===== src/rtl/instr_fetcher_if.sv =====
// Fetch-stage bundle: instruction-queue request/response plus byte-wide memory port.
// master = fetcher side, slave = queue/controller side.
interface instr_fetcher_if;
    logic        is_exception_from_rob;
    logic [31:0] pc_from_iq;
    logic        is_empty_from_iq;
    logic        is_stall_to_iq;
    logic        is_finish_to_iq;
    logic [31:0] instr_to_iq;
    logic        is_mem_req_to_mc;
    logic        is_mem_grant_from_mc;
    logic [31:0] mem_addr_to_mc;
    logic [7:0]  mem_byte_from_mc;

    modport master (
        input  is_exception_from_rob, pc_from_iq, is_empty_from_iq,
        input  is_mem_grant_from_mc, mem_byte_from_mc,
        output is_stall_to_iq, is_finish_to_iq, instr_to_iq,
        output is_mem_req_to_mc, mem_addr_to_mc
    );

    modport slave (
        output is_exception_from_rob, pc_from_iq, is_empty_from_iq,
        output is_mem_grant_from_mc, mem_byte_from_mc,
        input  is_stall_to_iq, is_finish_to_iq, instr_to_iq,
        input  is_mem_req_to_mc, mem_addr_to_mc
    );
endinterface


===== src/rtl/instr_fetcher.sv =====
// Instruction fetch with a direct-mapped one-word-per-entry icache.
// Latency: hit finishes 1 cycle after accept; miss finishes 5 cycles after the first grant.
// Backpressure: stall while a miss is in flight and for the finish cycle of a hit.
module instr_fetcher #(
    parameter int IndexBits = 5
) (
    input  logic            clk,
    input  logic            rst,
    instr_fetcher_if.master bus
);
    localparam int Entries = 1 << IndexBits;
    localparam int TagBits = 30 - IndexBits;

    typedef enum logic [1:0] {IDLE, WAIT, READ} state_t;

    state_t               state_q, state_d;
    logic [1:0]           cnt_q, cnt_d;
    logic [29:0]          word_pc_q, word_pc_d;
    logic [23:0]          buf_q, buf_d;
    logic [Entries-1:0]   valid_q, valid_d;
    logic                 stall_q, stall_d;
    logic                 finish_q, finish_d;
    logic [31:0]          instr_q, instr_d;
    logic                 req_q, req_d;
    logic [31:0]          addr_q, addr_d;

    logic [TagBits-1:0]   tag_mem  [Entries];
    logic [31:0]          data_mem [Entries];

    logic [IndexBits-1:0] req_idx, cur_idx;
    logic [TagBits-1:0]   req_tag, cur_tag;
    logic                 hit, accept, hit_acc, fill_en;
    logic [31:0]          fill_data;

    assign req_idx   = bus.pc_from_iq[IndexBits+1:2];
    assign req_tag   = bus.pc_from_iq[31:IndexBits+2];
    assign cur_idx   = word_pc_q[IndexBits-1:0];
    assign cur_tag   = word_pc_q[29:IndexBits];
    assign hit       = valid_q[req_idx] && (tag_mem[req_idx] == req_tag);
    assign accept    = !stall_q && !bus.is_empty_from_iq && !bus.is_exception_from_rob;
    assign fill_data = {bus.mem_byte_from_mc, buf_q};

    always_comb begin
        state_d   = state_q;
        cnt_d     = cnt_q;
        word_pc_d = word_pc_q;
        buf_d     = buf_q;
        valid_d   = valid_q;
        finish_d  = 1'b0;
        instr_d   = instr_q;
        req_d     = req_q;
        addr_d    = addr_q;
        hit_acc   = 1'b0;
        fill_en   = 1'b0;

        case (state_q)
            IDLE: begin
                if (accept) begin
                    if (hit) begin
                        hit_acc  = 1'b1;
                        finish_d = 1'b1;
                        instr_d  = data_mem[req_idx];
                    end else begin
                        state_d   = WAIT;
                        req_d     = 1'b1;
                        word_pc_d = bus.pc_from_iq[31:2];
                        addr_d    = {bus.pc_from_iq[31:2], 2'b00};
                    end
                end
            end
            WAIT: begin
                // The granted WAIT cycle already carries byte +0.
                if (bus.is_mem_grant_from_mc) begin
                    state_d = READ;
                    cnt_d   = 2'd0;
                    addr_d  = {addr_q[31:2], 2'b01};
                end
            end
            READ: begin
                if (cnt_q == 2'd3) begin
                    fill_en          = 1'b1;
                    valid_d[cur_idx] = 1'b1;
                    finish_d         = 1'b1;
                    instr_d          = fill_data;
                    state_d          = IDLE;
                    cnt_d            = 2'd0;
                end else begin
                    case (cnt_q)
                        2'd0:    buf_d[7:0]   = bus.mem_byte_from_mc;
                        2'd1:    buf_d[15:8]  = bus.mem_byte_from_mc;
                        default: buf_d[23:16] = bus.mem_byte_from_mc;
                    endcase
                    cnt_d  = cnt_q + 2'd1;
                    req_d  = (cnt_q < 2'd2);
                    addr_d = {addr_q[31:2], addr_q[1:0] + 2'd1};
                end
            end
            default: state_d = IDLE;
        endcase

        stall_d = (state_d != IDLE) || hit_acc;

        // A flush drops any partial word; cache contents stay valid.
        if (bus.is_exception_from_rob) begin
            state_d  = IDLE;
            req_d    = 1'b0;
            cnt_d    = 2'd0;
            finish_d = 1'b0;
            stall_d  = 1'b0;
            instr_d  = instr_q;
            valid_d  = valid_q;
            fill_en  = 1'b0;
        end
    end

    always_ff @(posedge clk) begin
        if (rst) begin
            state_q   <= IDLE;
            cnt_q     <= 2'd0;
            word_pc_q <= '0;
            buf_q     <= '0;
            valid_q   <= '0;
            stall_q   <= 1'b0;
            finish_q  <= 1'b0;
            instr_q   <= '0;
            req_q     <= 1'b0;
            addr_q    <= '0;
        end else begin
            state_q   <= state_d;
            cnt_q     <= cnt_d;
            word_pc_q <= word_pc_d;
            buf_q     <= buf_d;
            valid_q   <= valid_d;
            stall_q   <= stall_d;
            finish_q  <= finish_d;
            instr_q   <= instr_d;
            req_q     <= req_d;
            addr_q    <= addr_d;
        end
    end

    always_ff @(posedge clk) begin
        if (fill_en && !rst) begin
            tag_mem[cur_idx]  <= cur_tag;
            data_mem[cur_idx] <= fill_data;
        end
    end

    assign bus.is_stall_to_iq   = stall_q;
    assign bus.is_finish_to_iq  = finish_q;
    assign bus.instr_to_iq      = instr_q;
    assign bus.is_mem_req_to_mc = req_q;
    assign bus.mem_addr_to_mc   = addr_q;
endmodule


===== src/flat_wrapper.sv =====
// flat-port wrapper written by rule: the top's interface ports become plain ports
module instr_fetcher_flat 
#(
    parameter int IndexBits = 5
)
  (clk, rst, bus_is_exception_from_rob, bus_pc_from_iq, bus_is_empty_from_iq, bus_is_mem_grant_from_mc, bus_mem_byte_from_mc, bus_is_stall_to_iq, bus_is_finish_to_iq, bus_instr_to_iq, bus_is_mem_req_to_mc, bus_mem_addr_to_mc);
  instr_fetcher_if bus_i ();
  input  logic clk;
  input  logic rst;
  input wire logic [$bits(bus_i.is_exception_from_rob)-1:0] bus_is_exception_from_rob;
  input wire logic [$bits(bus_i.pc_from_iq)-1:0] bus_pc_from_iq;
  input wire logic [$bits(bus_i.is_empty_from_iq)-1:0] bus_is_empty_from_iq;
  input wire logic [$bits(bus_i.is_mem_grant_from_mc)-1:0] bus_is_mem_grant_from_mc;
  input wire logic [$bits(bus_i.mem_byte_from_mc)-1:0] bus_mem_byte_from_mc;
  output wire logic [$bits(bus_i.is_stall_to_iq)-1:0] bus_is_stall_to_iq;
  output wire logic [$bits(bus_i.is_finish_to_iq)-1:0] bus_is_finish_to_iq;
  output wire logic [$bits(bus_i.instr_to_iq)-1:0] bus_instr_to_iq;
  output wire logic [$bits(bus_i.is_mem_req_to_mc)-1:0] bus_is_mem_req_to_mc;
  output wire logic [$bits(bus_i.mem_addr_to_mc)-1:0] bus_mem_addr_to_mc;
  assign bus_i.is_exception_from_rob = bus_is_exception_from_rob;
  assign bus_i.pc_from_iq = bus_pc_from_iq;
  assign bus_i.is_empty_from_iq = bus_is_empty_from_iq;
  assign bus_i.is_mem_grant_from_mc = bus_is_mem_grant_from_mc;
  assign bus_i.mem_byte_from_mc = bus_mem_byte_from_mc;
  assign bus_is_stall_to_iq = bus_i.is_stall_to_iq;
  assign bus_is_finish_to_iq = bus_i.is_finish_to_iq;
  assign bus_instr_to_iq = bus_i.instr_to_iq;
  assign bus_is_mem_req_to_mc = bus_i.is_mem_req_to_mc;
  assign bus_mem_addr_to_mc = bus_i.mem_addr_to_mc;
  instr_fetcher #(.IndexBits(IndexBits)) u_core (.clk(clk), .rst(rst), .bus(bus_i));
endmodule

===== config.mk =====
export PLATFORM = sky130hd
export DESIGN_NAME = instr_fetcher_flat
export DESIGN_NICKNAME = d
export VERILOG_FILES = /design/src/rtl/instr_fetcher_if.sv /design/src/rtl/instr_fetcher.sv /design/src/flat_wrapper.sv
export SDC_FILE = /design/constraint.sdc
export NUM_CORES = 2
export LEC_CHECK = 0
export ABC_AREA = 0
export BUFFER_PORTS_ARGS = -buffer_cell sky130_fd_sc_hd__buf_4
export CORE_ASPECT_RATIO = 1.2
export CORE_MARGIN = 4
export CORE_UTILIZATION = 67
export DETAILED_ROUTE_END_ITERATION = 10
export PLACE_DENSITY = 0.89
export RECOVER_POWER = 25
export SYNTH_ARGS = -nofsm -noshare
export SYNTH_HDL_FRONTEND = slang
export SYNTH_SLANG_ARGS = --single-unit
export TNS_END_PERCENT = 100

===== constraint.sdc =====
create_clock -name clk -period 15.8 [get_ports clk]
set_clock_uncertainty 0.15 [all_clocks]
set_input_delay 4.74 -clock clk [delete_from_list [all_inputs] [get_ports clk]]
set_output_delay 4.74 -clock clk [all_outputs]
set_load 0.02 [all_outputs]

-- Word level (Yosys, flattened, before mapping)
Memories as Yosys holds them, arrays and structs flattened.
Index checks and enable logic that the tools add are counted.
- add/subtract/negate cells: 2
- magnitude comparators: 4
- equality and inequality tests: 11
- muxes and demuxes: 34
- bitwise operators: 7
- reduce and logical (&&, ||, !) cells: 28
- operators with widths (cell ; number):
    two-way mux 32 bit ; 5
    one-hot mux 32 bit (3 select lines) ; 1
    one-hot mux 32 bit (2 select lines) ; 1
    OR 32 bit ; 1
    equality test 25 bit ; 1
    two-way mux 2 bit ; 8
    AND reduction 3 bit ; 5
    AND reduction 5 bit ; 3
    two-way mux 1 bit ; 13
    less-than comparator 5 x 6 -> 1 bit, second input constant ; 2
    != test 2 x 1 -> 1 bit, second input constant ; 3
    != test 2 bit, second input constant ; 3
    inverter 1 bit ; 6
    one-hot mux 2 bit (3 select lines) ; 1
    nonzero test 2 bit ; 3
    binary-select mux 1 bit (select 5 bit) ; 1
    demux 1 bit (select 5 bit) ; 1
    >= comparator 5 x 1 -> 1 bit, second input constant ; 1
    logical AND 1 bit ; 5
    adder 2 x 1 -> 2 bit, second input constant ; 2
    equality test 2 x 1 -> 1 bit, second input constant ; 2
    equality test 2 bit, second input constant ; 2
    zero test 1 bit ; 4
    zero test 2 bit ; 2
    8 further kinds ; 10
- flip-flop bits (word level): 157
- RAM bits: 1824
- input bits: 45
- memories: 2
- memory list (memory ; depth ; bits a word ; read ports ; clocked after memory_dff ; write ports ; RTL line ; RTL):
    u_core.data_mem ; 32 ; 32 ; 1 ; 0 ; 1 ; instr_fetcher.sv:28 ; logic [31:0] data_mem [Entries];
    u_core.tag_mem ; 32 ; 25 ; 1 ; 0 ; 1 ; instr_fetcher.sv:27 ; logic [TagBits-1:0] tag_mem [Entries];

-- Longest topological paths before layout
- depth in word-level cells: 8
- depth in mapped cells: 17
- gate-level depth less buffers: 10

-- Worst setup path before layout
Ideal clock, no wire load.
- kind: input port to flip-flop
- from: input port rst
- to: memory u_core.data_mem[12][0] (enable)
- library setup time: 472 ps
- arrival time: 8407 ps
- path slack: 6771 ps
- stages on the path: 8
- path buffers: 4
- cells stage by stage: clkbuf_1 -> or2_2 -> clkbuf_1 -> nor3_1 -> nand2b_1 -> clkbuf_1 -> clkbuf_1 -> nor2_1
- word-level cells in the longest chain between the ends: 4
- RTL lines (item ; RTL line ; RTL):
    from (decl) ; flat_wrapper.sv:9 ; input logic rst;
    zero test 1 bit ; instr_fetcher.sv:143 ; if (fill_en && !rst) begin
    logical AND 1 bit ; instr_fetcher.sv:143 ;
    two-way mux 1 bit ; instr_fetcher.sv:143 ;
    two-way mux 1 bit (not written as such) ; instr_fetcher.sv:145 ; data_mem[cur_idx] <= fill_data;
    to (decl) ; instr_fetcher.sv:28 ;
Every way passes these cells.

-- Worst setup path in the final report
- from: input port bus_pc_from_iq[4]
- to: register u_core.addr_q[30], in the netlist u_core.bus.mem_addr_to_mc[30]
- word-level cells in the longest chain between the ends: 5
- elaborated cells on any way between the ends: 7
- RTL lines (item ; RTL line ; RTL):
    from (decl) ; flat_wrapper.sv:11 ; input wire logic [$bits(bus_i.pc_from_iq)-1:0] bus_pc_from_iq;
    memory read (32 x 25 bit) or binary-select mux 1 bit (select 5 bit) (tied branches) ; -- ;
    equality test 25 bit or two-way mux 1 bit (tied branches) ; instr_fetcher.sv:39 ; assign hit = valid_q[req_idx] && (tag_mem[req_idx] == req_tag);
    logical AND 1 bit (*) ; instr_fetcher.sv:39 ;
    inverter 1 bit (no line) (*) ; -- ;
    AND reduction 5 bit (no line) (*) ; -- ;
    to (signal assigned) ; instr_fetcher.sv:138 ; addr_q <= addr_d;
    to (decl) ; instr_fetcher.sv:25 ; logic [31:0] addr_q, addr_d;
Every way passes the cells marked *; elsewhere a longest branch is shown, timed or not. The select of a mux whose other input is x is not followed.
A chain may end at the register's enable or synchronous reset.

==> run metrics <==
max cap viols=1; Worst setup EP type=register; TNS Setup=0 ps; outcome=finished, violations left; I/O Buffers=109; Vias=42910; CP Class=input pin to register; fin crit share=67.5%; Area growth syn-to-layout=10.8%; First DRT Iteration DRCs=8675; Slew headroom=-10.2%; FF-to-FF setup slack=10240 ps; Slew Viols, Final=4; proportion of layout cells with a drive suffix above 1=24.2%; Setup crit start=bus_pc_from_iq[4]; Post-Layout Cell Count=5554; Synth Instances=3751; P per Cell Area=125 nW/um^2; I/O pin count=112; drt pass-1 iters=7; Yosys top cell area share=71.2%; Top FF cell, synth=edfxtp_1; Max FO, Critical Path=49; Synth cell types=72; Synth Register Bits=1981; CP delay by family, top=simple AND/OR/NAND/NOR gates; cell mode on critical path=buf_4; CTS Hold Buffers Added=0; worst-margin pin slew=1640 ps; Seq/Total Area, Yosys=75.3%; Die Span X=317 um; Crit path required time=16370 ps; Synth top cells by count=edfxtp_1, mux4_2, mux2i_1; drt via density=7.73; Clk pin slew, worst setup/hold paths=60 ps; post_cts resized=0; fin crit period=10670 ps; cells on worst reg2reg path=11; Max Clock Freq=93.7 MHz; initial antenna violation count=7; crit-path cells=buf_8 > buf_4 > buf_4 > nor2_1 > a22o_1 > o21ai_0 > nand4_1 > xor2_1 > nand4_1 > or4_4 > nor3_4 > buf_4 > or3_2 > mux2i_1; GRT Total Usage=38.3%; H-tree depth=4; WL/cell=40.7 um; Critical R2R Launch=u_core.tag_mem[27][5]; largest area contributor in the netlist=edfxtp_1; Slowest-stage cell, CP=or3_2; Hold Vio Cnt, Final=0; CP Launch Type=input pin; slowest stage delay, CP=910 ps; Post-DP HPWL=107 mm; vias in the first global route=43125; VDD IR max=0.116 mV; first-pass GRT wire length=318 mm; Final nets=3943; Core Area=113000 um^2; Yosys Warn Count=0; Area after DPL=79300 um^2; # DRC=0; Worst-Skew Late Latency=820 ps; Pleak=28.1 nW; post-CTS setup buffers=0; mapped cell area=76900 um^2; worst hold slack=325 ps; Worst Hold Class=register to register; EDFF count, synth=1824; Routed Antenna Nets=0; failing checks=capacitance limit, slew limit; hold endpoint=u_core.bus.mem_addr_to_mc[4]; Placed Instances=5219; clock sinks=1981; Power, Total=10.6 mW; HP Start=u_core.bus.mem_addr_to_mc[4]; Clock Path Buffers=3; Design Area, Final=85200 um^2; Mapped Nets=3804; gpl congestion=0.850; Starting Density=67.8%; R2R Path End=u_core.bus.mem_addr_to_mc[30]; unrepaired setup endpoints after global routing=false; Final setup viols=0; CP Buf/Inv Count=4; Root Driver=clkbuf_16; arrival time at the worst endpoint=11250 ps; GRT overflow=0; # rows=135; largest net degree at the start of global routing=155; die area=120000 um^2; Num CTS Buffers=176; largest cells by area after synthesis=edfxtp_1, mux4_2, dfxtp_1; hold path cells=2; ys async rst share=0%; Die H=379 um; average cell area after synthesis=20.5 um^2; top-count cell post-synth=edfxtp_1; total wire length=226 mm; CTS tree=yes
-- state kept, by name, summed over array words and instances (netlist names) --
register,flops
u_core.bus.mem_addr_to_mc,32
u_core.bus.is_stall_to_iq,1
u_core.tag_mem,800
u_core.bus.is_mem_req_to_mc,1
u_core.word_pc_q,30
u_core.bus.instr_to_iq,32
u_core.valid_q,32
u_core.state_q,2
u_core.data_mem,1024
u_core.bus.is_finish_to_iq,1
u_core.buf_q,24
u_core.cnt_q,2
-- worst max-delay path by stage --
| stage | endpoint | slack (ps) | depth (start not counted) |
|---|---|---|---|
| final | u_core.bus.mem_addr_to_mc[30] | 5130 | 14 |
| after CTS | u_core.bus.mem_addr_to_mc[20] | 5340 | 14 |
| after global routing | u_core.bus.mem_addr_to_mc[30] | 4970 | 13 |
| after global placement | u_core.bus.instr_to_iq[12] | 4610 | 11 |
| after floorplan | u_core.data_mem[12][0] | 6770 | 8 |
| after detailed placement | u_core.bus.instr_to_iq[12] | 4620 | 11 |
-- power by group --
| group | internal [mW] | total [mW] | switching [mW] |
|---|---|---|---|
| clock | 2.44 | 4.42 | 1.98 |
| combinational | 0.188 | 0.467 | 0.279 |
| sequential | 5.69 | 5.72 | 0.0348 |
-- cell families after synthesis --
group	synth area share [%]
DFF	75.3
buffers and inverters	1.74
adders and majority gates	0.130
muxes	16.6
xor gates and xnor gates	0.205
and+or+nand+nor	2.83
AOI/OAI and AO/OA	3.21
-- routing by layer --
layer | vias to the layer above | global-route usage, % | wire length [um]
li1 | 15748 | - | -
met1 | 21263 | 47.3 | 67100
met2 | 4704 | 60.2 | 109000
met3 | 1191 | 11.3 | 31200
met4 | 4 | 24.5 | 18700
met5 | - | 0 | 25
-- worst reg2reg max path: stages, from the launching register on --
cell and delay, ps:
edfxtp_1 390, mux4_2 500, o21ai_0 260, and2b_1 250, nor2_1 90, or4b_1 650
a2111o_1 530, or4_4 530, nor3_4 420, buf_4 470, or3_2 910, mux2i_1 310
-- layout by cell type, fill, tap and decap left out, types with 15 or more instances in the layout --
| master | instances |
|---|---|
| clkinv_1 | 19 |
| buf_4 | 179 |
| clkinv_2 | 34 |
| mux4_2 | 469 |
| nand2b_1 | 68 |
| nor2_4 | 32 |
| clkbuf_16 | 181 |
| nand3_1 | 41 |
| o41ai_1 | 33 |
| nor2_1 | 55 |
| o21ai_0 | 113 |
| nand2_1 | 62 |
| edfxtp_1 | 1824 |
| inv_1 | 39 |
| a22oi_1 | 55 |
| a21oi_1 | 78 |
| mux2i_1 | 211 |
| clkbuf_8 | 16 |
| bufinv_16 | 15 |
| dfxtp_1 | 157 |
| nor2b_1 | 78 |
| o22ai_1 | 44 |
| clkbuf_1 | 46 |
-- cell type report --
type,count,area (um^2)
multi-input cells,1503,17900
clock inverters,90,923
inverters,40,151
flip-flops and latches,1981,57900
diodes,4,10.0
well taps,1507,1890
repair buffers,188,1460
fillers,5460,28200
clock buffers,241,4910
-- per-stage QoR --
stage,setup WS [ps],util (%)
6_report,5130,75.1
5_1_grt,4970,75.1
4_1_cts,5340,75.1
3_5_place_dp,4620,70.0
3_3_place_gp,4610,70.0
2_1_floorplan,6770,-
(Power assumes the default switching activity.)
